`src/rtl/skew_pkg.sv`:
```
// Shared defaults and sizing helper for the skewed register bank.
package skew_pkg;

   localparam int SKEW_WIDTH_DEF = 8;
   localparam int SKEW_LANES_DEF = 4;

   // Lane k holds k+1 stages, so the bank stores a triangular number of stages.
   function automatic int skew_stage_count(input int lanes);
      return (lanes * (lanes + 1)) / 2;
   endfunction

endpackage

```
`src/rtl/skew_lane.sv`:
```
// One lane of the skew bank: a DEPTH-stage {valid, data} shift chain with bubble zeroing.
// Optional synchronous flush port clr exists only when SKEW_CLR_EN is defined.
module skew_lane
   import skew_pkg::*;
#(
   parameter int WIDTH = SKEW_WIDTH_DEF,
   parameter int DEPTH = 1
) (
   input  logic             clk,
   input  logic             reset,
`ifdef SKEW_CLR_EN
   input  logic             clr,
`endif
   input  logic             en,
   input  logic [WIDTH-1:0] d,
   input  logic             d_valid,
   output logic [WIDTH-1:0] q,
   output logic             q_valid
);

   logic [DEPTH-1:0][WIDTH-1:0] data_q;
   logic [DEPTH-1:0][WIDTH-1:0] data_d;
   logic [DEPTH-1:0]            valid_q;
   logic [DEPTH-1:0]            valid_d;

   always_comb begin
      data_d  = data_q;
      valid_d = valid_q;
      if (en) begin
         // A bubble enters as all-zero data so downstream accumulators see nothing.
         valid_d[0] = d_valid;
         data_d[0]  = d_valid ? d : '0;
         for (int j = 1; j < DEPTH; j++) begin
            valid_d[j] = valid_q[j-1];
            data_d[j]  = data_q[j-1];
         end
      end
`ifdef SKEW_CLR_EN
      if (clr) begin
         valid_d = '0;
         data_d  = '0;
      end
`endif
   end

   always_ff @(posedge clk or negedge reset) begin
      if (!reset) begin
         data_q  <= '0;
         valid_q <= '0;
      end else begin
         data_q  <= data_d;
         valid_q <= valid_d;
      end
   end

   assign q       = data_q[DEPTH-1];
   assign q_valid = valid_q[DEPTH-1];

endmodule

```
`src/rtl/skew_register_bank.sv`:
```
// Multi-lane skew bank: lane k delays its operand by k+1 enabled cycles to form a diagonal wavefront.
// Define SKEW_CLR_EN to add the synchronous flush input clr.
module skew_register_bank
   import skew_pkg::*;
#(
   parameter int WIDTH = SKEW_WIDTH_DEF,
   parameter int LANES = SKEW_LANES_DEF
) (
   input  logic                   clk,
   input  logic                   reset,
`ifdef SKEW_CLR_EN
   input  logic                   clr,
`endif
   input  logic                   en,
   input  logic [LANES*WIDTH-1:0] in,
   input  logic [LANES-1:0]       in_valid,
   output logic [LANES*WIDTH-1:0] out,
   output logic [LANES-1:0]       out_valid
);

   for (genvar k = 0; k < LANES; k++) begin : g_lane
      skew_lane #(
         .WIDTH (WIDTH),
         .DEPTH (k + 1)
      ) u_lane (
         .clk     (clk),
         .reset   (reset),
`ifdef SKEW_CLR_EN
         .clr     (clr),
`endif
         .en      (en),
         .d       (in[k*WIDTH +: WIDTH]),
         .d_valid (in_valid[k]),
         .q       (out[k*WIDTH +: WIDTH]),
         .q_valid (out_valid[k])
      );
   end

endmodule

```
`config.mk`:
```
export PLATFORM = sky130hd
export DESIGN_NAME = skew_register_bank
export DESIGN_NICKNAME = d
export VERILOG_FILES = /design/src/rtl/skew_pkg.sv /design/src/rtl/skew_lane.sv /design/src/rtl/skew_register_bank.sv
export SDC_FILE = /design/constraint.sdc
export NUM_CORES = 1
export LEC_CHECK = 0
export BUFFER_PORTS_ARGS = -buffer_cell sky130_fd_sc_hd__buf_4
export CAP_MARGIN = 20
export CORE_MARGIN = 2
export CORE_UTILIZATION = 58
export CTS_CLUSTER_SIZE = 12
export DETAILED_ROUTE_END_ITERATION = 6
export MAX_ROUTING_LAYER = met4
export PLACE_DENSITY = 0.84
export SLEW_MARGIN = 30
export SYNTH_ARGS = -nofsm -noshare
export SYNTH_HDL_FRONTEND = slang
export SYNTH_SLANG_ARGS = --single-unit
```
`constraint.sdc`:
```
create_clock -name clk -period 1.7 [get_ports clk]
set_input_delay 0.17 -clock clk [delete_from_list [all_inputs] [get_ports clk]]
set_output_delay 0.17 -clock clk [all_outputs]
set_load 0.05 [all_outputs]
```
==> results.txt <==
Mapped Area: 3720 um2
fin. max-slew vios: 0
crit path max fanout: 2
cell count after placement: 400
power share of the clock group: 0.287
Vias/cell: 4.93
# IOs: 75
Buf/Inv on CP: 1
CTS root buf: clkbuf_8
met3 WL: 222 um
mux share of post-synthesis cell area: 0.192
combinational fraction of design power: 0.217
commonest non-fill, non-tap cell in the layout: dfrtp_1
CP arrival: 0.94 ns
main combinational cell family by area after synthesis: multiplexers
Mapped Avg Cell Area: 12.8 um2
first-pass iteration count of the detailed router: 4
First DRT Iteration DRCs: 88
Tmin final: 1.11 ns
initial antenna violation count: 0
Slowest cell on crit path: dfrtp_1
worst endpoint required time: 1.53 ns
Synth area leader: dfrtp_1
drt total wl: 5.92 mm
RePlAce Congestion: 0.722
RSZ-0062 raised after global routing: no
maximum vdd drop: 785 uV
post-DR wirelength/cell: 14.2 um
clock sink total: 90
leakage: 2.16 nW
final std cells w/o fill: 417
Synth Area in Simple Gates: 0.0430
status: finished clean
Power Dens Cells: 1170 nW/um2
setup TNS: 0 ns
nets: 374
Row Count: 29
Core Footprint: 6280 um2
Slew Limit Headroom: 0.695
post-cts gate resize count: 0
synth warn: 0
Crit path depth: 1
Highest Signal Layer: met4
sequential share of power: 0.496
final hold viol count: 0
post-synth net total: 329
GRT Total Usage: 0.184
first-pass GRT wire length: 9.80 mm
adder-cell share of the synthesized area: 0
Final Core Density: 0.693
delay of the slowest critical-path stage: 0.40 ns
XOR/XNOR Fraction of Synth Area: 0
R2R depth: 1
largest net degree at the start of global routing: 91
crit path kind: register to output port
CTS buffer count: 9
Max-cap violations: 0
vias in the first global route: 2146
compound-gate portion of the synthesized area: 0.0430
M1 WL: 2.71 mm
Die X: 84.1 um
CP cell instances: buf_4
Synth Register Bits: 90
layout cells sized above 1: 0.447
H-tree levels: 3
Area Overhead vs Synth: 16.8%
CTS tree: done
switching pwr: 1.51 mW
Top delay family on crit path: flip-flops
Synth cell types: 11
Post-Synthesis Cells: 290
Least-Margin Pin Slew: 0.458 ns
Switching Fraction: 0.296
final period utilization: 0.653
DRC viols: 0
Max Freq: 901 MHz
cell internal pwr: 3.59 mW
CTS max path bufs: 2
Crit. End Element: output port
GRT overflow: 0
antenna viol nets, final: 0
ant diodes: 0
worst-case clock skew: 0.00597 ns
endpoints failing setup: 0
via count: 2054
Seq/Total Area, Yosys: 0.605
Post-DP HPWL: 4.00 mm
clock slew at reported path FFs: 0.09 ns
worst skew pair latency: 0.35 ns
commonest cells after routing, fill and taps aside: dfrtp_1, buf_4, mux2_2
post-synth top area share: 0.605
CP Launch Type: register
Initial Utilization: 0.593
metal2 WL: 2.86 mm
hold crit path type: input pin to register
largest cells by area after synthesis: dfrtp_1, mux2_2, mux2_4
Vert. Die Dim: 84.1 um
port buffer count: 74
hold depth: 3
die area: 7070 um2
## power by group through the flow
stage / registers [mW] / logic (mW) / clock network, mW
global route: 2.57 / 1.17 / 1.59
detailed placement: 2.58 / 1.12 / 0
finish: 2.53 / 1.11 / 1.47
CTS: 2.54 / 1.12 / 1.50
global placement: 2.56 / 1.09 / 0
floorplan: 2.58 / 0.871 / 0
## cell families after synthesis
family	after synthesis
flops	90
buf+inv	78
mux	58
compound gates	32
simple gates	32
## Yosys cell counts
| cell | number |
|---|---|
| dfrtp_1 | 90 |
| mux2_2 | 42 |
| inv_1 | 32 |
| nand3_1 | 32 |
| o21ai_0 | 32 |
| buf_4 | 28 |
| mux2_4 | 16 |
| buf_2 | 7 |
| clkbuf_1 | 6 |
| buf_6 | 4 |
| buf_1 | 1 |
## per-stage QoR
step | worst slack (ns) | area (um2) | hold slack, ns | power, mW
final | 0.590 | 4350 | 0.0519 | 5.10
after global routing | 0.558 | 4350 | 0.0562 | 5.33
after CTS | 0.569 | 4350 | 0.0410 | 5.15
after detailed placement | 0.457 | 4130 | 0.248 | 3.69
after global placement | 0.486 | 4130 | 0.240 | 3.65
after floorplan | 0.751 | 3720 | -0.126 | 3.45
## layout make-up
cell class | count | area, um2
Sequential cell | 90 | 2250
Fill cell | 453 | 1930
Multi-Input combinational cell | 122 | 1030
Timing Repair Buffer | 80 | 641
Clock buffer | 12 | 155
Inverter | 32 | 120
Tap cell | 77 | 96.3
Clock inverter | 4 | 50.0
## layer usage
layer  global-route usage  up-vias
met5                    -        -
met4               0.0880        0
met3               0.0307        9
met2                0.290       51
met1                0.233      978
li1                     -     1016
## what timing repair did
action,in CTS,in global routing
hold buffers,1,0
hold endpoints to repair,90,0
setup buffers,0,0
setup endpoints to repair,0,0
## flip-flops by register name, indices dropped and copies added (netlist names)
name                   count
g_lane.u_lane.valid_q      9
g_lane.u_lane.q           32
g_lane.u_lane.data_q      48
g_lane.u_lane.q_valid      1
## worst paths after layout
path                                              from                          to  slack (ns)
max in group asynchronous                        reset  g_lane[2].u_lane.data_q[1]        0.95
max                              g_lane[1].u_lane.q[3]                     out[11]        0.59
max reg2reg                      g_lane[3].u_lane.q[7]       g_lane[3].u_lane.q[7]        0.92
min in group asynchronous                        reset       g_lane[1].u_lane.q[4]        0.39
min reg2reg                g_lane[2].u_lane.data_q[14]       g_lane[2].u_lane.q[6]        0.51
min                                             in[28]  g_lane[3].u_lane.data_q[4]        0.05
Note: power is estimated with default switching activity, not from simulation.
